==> config.mk <==
export PLATFORM = sky130hd
export DESIGN_NAME = btn_capture_display
export DESIGN_NICKNAME = d
export VERILOG_FILES = /design/src/rtl/seg7_pkg.sv /design/src/rtl/btn_debounce.sv /design/src/rtl/btn_capture_display.sv
export SDC_FILE = /design/constraint.sdc
export NUM_CORES = 1
export LEC_CHECK = 0
export CAP_MARGIN = 30
export CORE_MARGIN = 3
export CORE_UTILIZATION = 50
export DETAILED_ROUTE_END_ITERATION = 16
export DONT_BUFFER_PORTS = 1
export PLACE_DENSITY = 0.72
export SLEW_MARGIN = 20
export SYNTH_ARGS = -nofsm -noshare
export SYNTH_HDL_FRONTEND = slang
export SYNTH_HIERARCHICAL = 1
export SYNTH_SLANG_ARGS = --single-unit
==> constraint.sdc <==
create_clock -name clk -period 3.1 [get_ports clk]
set_clock_uncertainty 0.1 [all_clocks]
set_input_delay 0 -clock clk [delete_from_list [all_inputs] [get_ports clk]]
set_output_delay 0 -clock clk [all_outputs]
set_load 0.01 [all_outputs]
==> src/rtl/seg7_pkg.sv <==
// rtl/seg7_pkg.sv - seven-segment glyphs, blank pattern and segment bit order
package seg7_pkg;

    // Segment bit positions; drive is active-low.
    localparam int SEG_A = 0;
    localparam int SEG_B = 1;
    localparam int SEG_C = 2;
    localparam int SEG_D = 3;
    localparam int SEG_E = 4;
    localparam int SEG_F = 5;
    localparam int SEG_G = 6;

    localparam logic [6:0] SEG_BLANK = 7'b1111111;

    function automatic logic [6:0] glyph(input logic [3:0] nib);
        logic [6:0] g;
        case (nib)
            4'h0: g = 7'b1000000;
            4'h1: g = 7'b1111001;
            4'h2: g = 7'b0100100;
            4'h3: g = 7'b0110000;
            4'h4: g = 7'b0011001;
            4'h5: g = 7'b0010010;
            4'h6: g = 7'b0000010;
            4'h7: g = 7'b1111000;
            4'h8: g = 7'b0000000;
            4'h9: g = 7'b0010000;
            4'hA: g = 7'b0001000;
            4'hB: g = 7'b0000011;
            4'hC: g = 7'b1000110;
            4'hD: g = 7'b0100001;
            4'hE: g = 7'b0000110;
            default: g = 7'b0001110;
        endcase
        return g;
    endfunction

endpackage

==> src/rtl/btn_debounce.sv <==
// rtl/btn_debounce.sv - button synchronizer, debouncer and press edge detector
module btn_debounce #(
    parameter int DEBOUNCE_CYCLES = 50000
) (
    input  logic clk,
    input  logic rst_n,
    input  logic btn_in,
    output logic level,
    output logic press
);

    localparam int CW = $clog2(DEBOUNCE_CYCLES);

    logic          sync1;
    logic          sync2;
    logic          prev;
    logic          armed;
    logic [1:0]    primed;
    logic [CW-1:0] cnt;

    always_ff @(posedge clk or negedge rst_n) begin
        if (!rst_n) begin
            sync1  <= 1'b1;
            sync2  <= 1'b1;
            level  <= 1'b1;
            prev   <= 1'b1;
            armed  <= 1'b0;
            primed <= 2'd0;
            cnt    <= '0;
        end else begin
            sync1 <= btn_in;
            sync2 <= sync1;
            prev  <= level;
            // Arm only once a real released sample has crossed the synchronizer,
            // so a button held through reset cannot fire.
            if (primed != 2'd2)
                primed <= primed + 2'd1;
            else if (sync2)
                armed <= 1'b1;
            if (sync2 == level) begin
                cnt <= '0;
            end else if (cnt == CW'(DEBOUNCE_CYCLES - 1)) begin
                level <= sync2;
                cnt   <= '0;
            end else begin
                cnt <= cnt + 1'b1;
            end
        end
    end

    assign press = prev & ~level & armed;

endmodule

==> src/rtl/btn_capture_display.sv <==
// rtl/btn_capture_display.sv - captures a free-running counter on a button press and scans it to a hex display
module btn_capture_display
    import seg7_pkg::*;
#(
    parameter int DIGITS          = 4,
    parameter int DEBOUNCE_CYCLES = 50000,
    parameter int SCAN_DIV        = 1000,
    parameter int BLANK_LZ        = 1
) (
    input  logic                  clk,
    input  logic                  rst_n,
    input  logic                  button,
    input  logic                  button_clr,
    output logic [4*DIGITS-1:0]   value,
    output logic                  capture,
    output logic [6:0]            segm,
    output logic [DIGITS-1:0]     dig_sel
);

    localparam int W  = 4 * DIGITS;
    localparam int IW = (DIGITS > 1) ? $clog2(DIGITS) : 1;
    localparam int PW = (SCAN_DIV > 1) ? $clog2(SCAN_DIV) : 1;

    logic [1:0]        unused_levels;
    logic              cap_press;
    logic              clr_press;
    logic [W-1:0]      cnt;
    logic [PW-1:0]     pre;
    logic [IW-1:0]     idx;
    logic [3:0]        nib;
    logic              upper_zero;
    logic              blank;
    logic [DIGITS-1:0] sel_n;

    btn_debounce #(.DEBOUNCE_CYCLES(DEBOUNCE_CYCLES)) u_cap (
        .clk    (clk),
        .rst_n  (rst_n),
        .btn_in (button),
        .level  (unused_levels[0]),
        .press  (cap_press)
    );

    btn_debounce #(.DEBOUNCE_CYCLES(DEBOUNCE_CYCLES)) u_clr (
        .clk    (clk),
        .rst_n  (rst_n),
        .btn_in (button_clr),
        .level  (unused_levels[1]),
        .press  (clr_press)
    );

    // A digit is blank when it and every digit above it are zero; digit 0 never blanks.
    always_comb begin
        nib        = 4'h0;
        upper_zero = 1'b1;
        sel_n      = '1;
        for (int i = 0; i < DIGITS; i++) begin
            if (i == int'(idx)) begin
                nib      = value[4*i +: 4];
                sel_n[i] = 1'b0;
            end
            if (i >= int'(idx) && value[4*i +: 4] != 4'h0)
                upper_zero = 1'b0;
        end
        blank = (BLANK_LZ != 0) && (idx != '0) && upper_zero;
    end

    always_ff @(posedge clk or negedge rst_n) begin
        if (!rst_n) begin
            cnt     <= '0;
            value   <= '0;
            capture <= 1'b0;
            pre     <= '0;
            idx     <= '0;
            segm    <= SEG_BLANK;
            dig_sel <= '1;
        end else begin
            cnt     <= cnt + 1'b1;
            capture <= cap_press & ~clr_press;
            if (clr_press)
                value <= '0;
            else if (cap_press)
                value <= cnt;
            if (pre == PW'(SCAN_DIV - 1)) begin
                pre <= '0;
                idx <= (idx == IW'(DIGITS - 1)) ? '0 : idx + 1'b1;
            end else begin
                pre <= pre + 1'b1;
            end
            segm    <= blank ? SEG_BLANK : glyph(nib);
            dig_sel <= sel_n;
        end
    end

endmodule
Yosys cells after proc, flatten, opt, wreduce, memory -nomap -nowiden
Memories as Yosys holds them, arrays and structs flattened.
Index checks and enable logic that the tools add are counted.
{"block": "totals", "regBits": 102, "mem_bits_ro": 112, "input_bits": 4, "out_inout_bits": 28, "wordCells": 91, "n_memories": 1}
{"block": "op_classes", "addsub": 7, "magnitude_cmp": 3, "eq_ne": 11, "muxes": 21, "n_bitwise": 12, "reduce_logical": 15}
{"name": "(name not given)", "depth": 16, "width": 7, "rd": 1, "rd_ports_with_merged_regs": 0, "wr": 0, "line": "seg7_pkg.sv:17", "text": "case (nib)"}
{"operator": "$mux W16", "count": 6}
{"operator": "$add A16 B1 Y16 const B", "count": 3}
{"operator": "$eq A16 B16 Y1 const B", "count": 2}
{"operator": "$mux W4", "count": 4}
{"operator": "$reduce_bool A4 Y1", "count": 4}
{"operator": "$add A10 B1 Y10 const B", "count": 1}
{"operator": "$eq A10 B10 Y1 const B", "count": 1}
{"operator": "$mux W10", "count": 1}
{"operator": "$mux W1", "count": 8}
{"operator": "$reduce_and A2 Y1", "count": 4}
{"operator": "$mux W7", "count": 1}
{"operator": "$not A1 Y1", "count": 7}
{"operator": "$add A2 B1 Y2 const B", "count": 3}
{"operator": "$and A1 B1 Y1", "count": 5}
{"operator": "$eq A2 B2 Y1 const A", "count": 2}
{"operator": "$ge A1 B2 Y1 const A", "count": 2}
{"operator": "$logic_and A1 B1 Y1", "count": 4}
{"operator": "$ne A2 B2 Y1 const B", "count": 2}
{"operator": "$reduce_bool A2 Y1", "count": 2}
{"operator": "$eq A1 B1 Y1", "count": 2}
{"operator": "$eq A1 B2 Y1 const A", "count": 1}
{"operator": "$eq A2 B2 Y1 const B", "count": 1}
{"operator": "$ge A2 B2 Y1 const A", "count": 1}
{"operator": "$logic_not A2 Y1", "count": 1}
{"operator": "$mux W2", "count": 1}

Depth between registers and ports, before layout
Gate-level depths: netlist (run 1).
{"block": "depth", "ltp_word": 8, "ltp_mapped": 12}

Modules after synthesis
Netlist (run 1), hierarchy kept.
{"mod": "btn_capture_display", "n_inst": 1, "cells_each": 238, "area_per_inst_um2": 2696.3}
{"mod": "btn_debounce", "n_inst": 2, "cells_each": 96, "area_per_inst_um2": 1103.6}

Least setup slack after synthesis (run 1)
Ideal clock, no wire load.
{"block": "synth_timing", "kind": "reg2reg", "from": "register idx[1]", "to": "register segm[3]", "arrival_time_ns": 2.148, "required_time_ns": 2.909, "path_slack_ns": 0.761, "path_stages_with_launch": 11, "path_buffers": 1, "cell_sequence": "dfrtp_1 inv_1 ha_1 clkbuf_2 nand3b_1 a211oi_1 inv_1 ha_1 mux2_4 mux2i_1 nand2_1"}
{"block": "synth_between", "elab_chain_len": 8, "word_cells_on_any_way": 22, "cone_classes": "3 x order compare; 3 x eq/ne; 9 x mux; 6 x reduce/logical; 1 x memory"}
{"element": "from (decl)", "line": "btn_capture_display.sv:29", "text": "logic [IW-1:0] idx;"}
{"element": "from (signal assigned)", "line": "btn_capture_display.sv:85", "text": "idx <= (idx == IW'(DIGITS - 1)) ? '0 : idx + 1'b1;"}
{"element": "parallel branches: the longest is 7 deep, another holds $mem_v2 Z16 W7"}
{"element": "$mux W7 (*)", "line": "btn_capture_display.sv:89", "text": "segm <= blank ? SEG_BLANK : glyph(nib);"}
{"element": "to (signal assigned)", "line": "btn_capture_display.sv:89"}
{"element": "to (decl)", "line": "btn_capture_display.sv:16", "text": "output logic [6:0] segm,"}
Mark *: on every way between the ends.
A chain may end at the register's enable or synchronous reset.

Worst setup path in the final report (run 1)
Same ends and word-level chain as after synthesis.

==> results of run 1 <==
## stage by stage
stage | setup slack [ns] | utilization | power [uW]
6_report | 0.3991 | 0.5660 | 2292
4_1_cts | 0.4267 | 0.5660 | 2337
2_1_floorplan | 0.7611 | - | 1394
3_3_place_gp | 0.6051 | 0.5370 | 1396
5_1_grt | 0.1454 | 0.5660 | 2394
3_5_place_dp | 0.4510 | 0.5370 | 1397
## worst register-to-register path: stages, from the launching register on
cell	delay, ns
dfrtp_1	0.44
inv_1	0.11
ha_1	0.29
a211oi_1	0.11
a211oi_1	0.59
inv_1	0.23
ha_1	0.26
mux2_4	0.26
mux2i_1	0.15
nand2_1	0.08
## Yosys cell counts (3+ instances only)
master and number:
a21oi_1 6, and3_1 9, and4_1 3, buf_2 3, buf_6 3, clkbuf_1 3, dfrtp_1 83, dfstp_2 19
ha_1 17, inv_1 22, mux2_2 4, mux2i_1 21, nand2_1 17, nand2_2 3, nand3_1 20, nand3_2 3
nand3b_1 5, nand4_1 10, nand4_4 4, nor2_1 59, nor2_2 5, nor2b_1 5, nor3_1 6, nor3b_1 3
nor4_1 5, nor4_2 8, o221ai_1 3, xnor2_1 39, xor2_1 14
## state kept, by name, summed over array words and instances, names as in the netlist, 2 cells and up
register and count:
dig_sel 4, u_clr/primed 2, u_clr/cnt 16, cnt 16, value 16, segm 7
u_cap/cnt 16, u_cap/primed 2, pre 10, idx 2
## power by group
group,internal [uW],leakage (uW),switching [uW]
clock network,396,0.000110,493
registers,1340,0.00130,11.4
logic,13.2,0.000849,36.3
total,1750,0.00226,541
## kinds of logic (layout without fill, tap and decap cells)
family | after synthesis | after routing | synth area share
multiplexers | 26 | 26 | 0.05511
XOR/XNOR | 53 | 53 | 0.09467
AND/OR/NAND/NOR | 177 | 177 | 0.2166
adder cells (fa/ha/maj) | 17 | 17 | 0.04338
buffers and inverters | 32 | 46 | 0.03011
AO/OA/AOI/OAI | 23 | 23 | 0.03470
flip-flops | 102 | 102 | 0.5254
## area by class of cell
type,instances,area [um^2]
Inverter,22,82.58
Sequential cell,102,2576
Clock inverter,7,90.09
Tap cell,129,161.4
Clock buffer,9,123.9
Multi-Input combinational cell,296,2182
Timing Repair Buffer,8,87.58
Fill cell,802,4068
## per-layer routing
metal / routed length [um] / share of wire / global-route usage
met5: 0 / 0 / 0
met3: 387 / 0.045 / 0.05312
met4: 93 / 0.011 / 0.04686
met2: 4073 / 0.47 / 0.2576
met1: 4075 / 0.47 / 0.2298
## worst min-delay path by stage
stage / to / slack [ns]
finish: u_cap/sync1 / 0.06
global route: u_cap/sync1 / 0.03
CTS: u_cap/sync1 / 0.03
detailed placement: u_clr/cnt[5] / -0.39
global placement: u_clr/cnt[6] / -0.39
floorplan: capture / -0.40
## repair_timing
action                                 CTS  global route
hold buffers                             4             0
setup buffers                            0             0
endpoints found under the hold margin  104             0
==> out/metrics.yaml, run 1 <==
netlist_area_um2: 4903
fp.coreArea_um2: 9371
row_count: 35
vias: 3039
overflow: 0
start_kind: "flop"
dp_hpwl_mm: 6.021
p_per_area_nw_per_um2: 432.2
nets: 460
grt_max_degree: 103
worst-path-buf-inv: 2
drive_gt1_frac: 0.1689
slowest_stage: "a211oi_1"
dieArea_um2: 11030
postRouteAntennaNets: 0
leakage_uw: 0.002261
worstHoldStart: "button"
cts-resized-gates: 0
r2r_slack_ns: 0.40
r2r-end: "segm[3]"
drc: 0
synth_enable_flop_cells: 0
finalHoldViolations: 0
synth-seq-area-share: 0.5254
cp.required_ns: 3.28
syn2layout_area_growth_pct: 8.165
postPlaceCellArea_um2: 5032
tightest_slew_ns: 0.6413
holdPathStages: 1
root_buffer: "clkbuf_8"
yosysWarnings: 6
port_buffers: 0
worstSetupPathType: "flop to flop"
drt_iter0_markers: 102
cpLargestDelayFamily: "compound AO/OA/AOI/OAI gates"
maxSlewViolCount: 0
setup_viol: 0
layout_commonest_cell: "dfrtp_1"
ff2ff_path_depth: 9
syn_avg_cell_area_um2: 11.40
fmax_ghz: 0.3703
critPathMaxStageDelay_ns: 0.59
outcome: "finished, final reports clean"
synth_cells: 430
grt_pass1_wl_mm: 15.03
path_cells: "inv_1 > ha_1 > a211oi_1 > a211oi_1 > inv_1 > ha_1 > mux2_4 > mux2i_1 > nand2_1"
io-pin-count: 32
wire_per_inst_um: 15.06
cts_num_sinks: 102
insertion_delay_ns: 0.37
cp-end-kind: "flop"
synth_top_cell_by_area: "dfrtp_1"
ys_async_sr_fraction: 1.000
cts-htree-levels: 3
hp-class: "input port to flop"
cts_buffers: 9
drv_cap: 0
critPathArrivalTime_ns: 2.89
crit_start: "idx[1]"
finalSetupTns_ns: 0
yosysUniqueCellTypes: 50
grt_pass1_vias: 3076
slew_headroom: 0.5699
clkSlewWorstSetupHoldPaths_ns: 0.11
dp_cells: 553
crit_fanout: 9
die_y_um: 105.0
cts_tree: "done"
irDropWorstVdd_mv: 0.2645
die_w_um: 105.0
drt-pass1-iter-count: 4
synth_top_cell_area_share: 0.4236
setup.worst_path.end: "segm[3]"
final_cell_area_um2: 5304
synth_nets: 451
grt_antenna_before_repair: 0
layout_common_cells: "83 x dfrtp_1, 58 x nor2_1, 39 x xnor2_1"
wl_mm: 8.630
final_cell_count_no_fill: 573
synth_ff_type: "dfrtp_1"
worst-path-stages: 9
place_congestion: 0.8784
hold_ws_ns: 0.06086
min_period_ns: 2.701
r2r_start: "idx[1]"
vias_per_cell: 5.304
start_util: 0.5232
antenna_cells: 0
rsz0062_at_grt: "no"
synth_area_leaders: "dfrtp_1 42%, dfstp_2 10%, xnor2_1 7.0%, nor2_1 4.5%, ha_1 4.3%"
grt.total_usage: 0.1677
synth-seq-cells: 102
fin_crit_sh: 0.8713
cts_buffer_depth: 2
No activity file was read; power rests on OpenSTA's default activity.
==> run 2: changes to the inputs <==
- PLACE_DENSITY: 0.72 -> 0.75
- clock period: 3.1 -> 2.33 ns (I/O delays scaled with it)
==> run 2 against run 1 <==
Effect of this change: the run now ends with negative hold slack left; count of clock-buffer cells in the layout increased by 1; design area about the same; global-route usage up 0.068 points.
==> out/metrics.yaml, run 2 (synthesized netlist as in run 1, its figures left out) <==
p_per_area_nw_per_um2: 539.8
met3_usage: 0.04941
total_power_uw: 2865
vias_per_cell: 5.464
slew_headroom: 0.7328
crit_fanout: 7
met2_usage: 0.2782
finalHoldViolations: 102
insertion_delay_ns: 0.37
seqCellArea_um2: 2579
drive_gt1_frac: 0.1951
outcome: "finished with violations"
io-pin-count: 32
drv_cap: 0
drt_iter0_markers: 141
dieArea_um2: 11030
grt-busiest-layer: "met2"
port_buffers: 0
die_y_um: 105.0
hold_buffers: 2
start_kind: "flop"
rsz0062_at_grt: "no"
cp-end-kind: "flop"
switchingPower_uw: 659.8
overflow: 0
postRouteAntennaNets: 0
multi_input_area_um2: 2222
min_period_ns: 2.195
p_sw_frac: 0.2303
clkSlewWorstSetupHoldPaths_ns: 0.10
use_met1: 0.2133
place_congestion: 0.8708
cts-htree-levels: 3
slowest_stage: "dfrtp_2"
setup_viol: 0
grt.total_usage: 0.1684
final_cell_area_um2: 5306
root_buffer: "clkbuf_8"
vias: 3142
wl_mm: 8.886
start_util: 0.5232
worst-path-buf-inv: 2
row_count: 35
fp.coreArea_um2: 9371
cts_buffers: 9
fin_crit_sh: 0.9420
failed_checks: "negative hold slack"
finalSetupTns_ns: 0
drt-pass1-iter-count: 4
antenna_cells: 0
layout_common_cells: "81 x dfrtp_1, 58 x nor2_1, 39 x xnor2_1"
hp-class: "input port to async pin"
n_fill_cell: 820
dp_hpwl_mm: 6.161
postPlaceCellArea_um2: 5060
fmax_ghz: 0.4556
cts_buffer_depth: 2
die_w_um: 105.0
maxSlewViolCount: 0
layout_commonest_cell: "dfrtp_1"
tightest_slew_ns: 0.4008
p_comb_frac: 0.009
path_cells: "inv_1 > ha_2 > nor2_1 > a31oi_1 > buf_4 > ha_1 > mux2_4 > mux2i_1 > nand2_1"
critPathArrivalTime_ns: 2.38
grt_pass1_vias: 3126
cts_tree: "done"
syn2layout_area_growth_pct: 8.216
pwr-share-seq: 0.629
leakage_uw: 0.002241
clockPowerShare: 0.362
grt_antenna_before_repair: 0
cpLargestDelayFamily: "flip-flops"
worstSetupPathType: "flop to flop"
cp.required_ns: 2.51
drc: 0
grt_pass1_wl_mm: 15.09
nets: 462
r2r_slack_ns: 0.14
critPathMaxStageDelay_ns: 0.46
grt_max_degree: 103
hold_ws_ns: -0.7842
p_int_uw: 2205
cts_num_sinks: 102
irDropWorstVdd_mv: 0.4097
wire_per_inst_um: 15.45
==> run 2: cell type report <==
| type | count | share of cell area |
|---|---|---|
| clock buffer | 10 | 0.02405 |
| clock inverter | 6 | 0.01014 |
| inverter | 22 | 0.01556 |
| multi-input combinational | 296 | 0.4188 |
| sequential | 102 | 0.4860 |
| tap | 129 | 0.03042 |
| timing repair buffer | 10 | 0.01509 |
==> run 2: power by group through the flow <==
stage | Combinational (uW) | Sequential [uW] | Clock, uW
after global placement | 24.1 | 1830 | 0
after global routing | 31.9 | 1800 | 1160
after floorplan | 23.7 | 1830 | 0
final | 27.0 | 1800 | 1040
after CTS | 28.0 | 1800 | 1080
after detailed placement | 24.6 | 1830 | 0
==> run 2: worst paths after layout <==
kind | from | to | cells past startpoint
max | idx[0] | segm[3] | 9
min | rst_n | pre[9] | 0
max reg2reg | idx[0] | segm[3] | 9
min reg2reg | u_cap/sync1 | u_cap/sync2 | 0
max in group asynchronous | rst_n | u_cap/level | 0
min in group clk | button_clr | u_clr/sync1 | 1
==> run 2: layer usage <==
| metal | vias to the layer above | part of all wire |
|---|---|---|
| met3 | 15 | 0.046 |
| met2 | 58 | 0.50 |
| met5 | - | 0 |
| met4 | 0 | 0.016 |
| met1 | 1570 | 0.44 |
| li1 | 1499 | - |
==> run 2: metrics by stage <==
step | util | std cells | hold slack [ns] | setup WS, ns
floorplan | - | 430 | -0.3956 | 0.1362
global placement | 0.5399 | 556 | -0.3909 | 0.1847
detailed placement | 0.5399 | 556 | -0.3905 | 0.04951
CTS | 0.5614 | 574 | -0.8131 | 0.01554
global route | 0.5662 | 575 | -0.8275 | 0.01779
finish | 0.5662 | 575 | -0.7842 | 0.1350
==> run 2: what timing repair did <==
| item | 4_1_cts | 5_1_grt |
|---|---|---|
| resized for setup | 0 | 11 |
| buffers inserted | 0 | 1 |
| endpoints found under the hold margin | 104 | 102 |
| setup endpoints to repair | 0 | 7 |
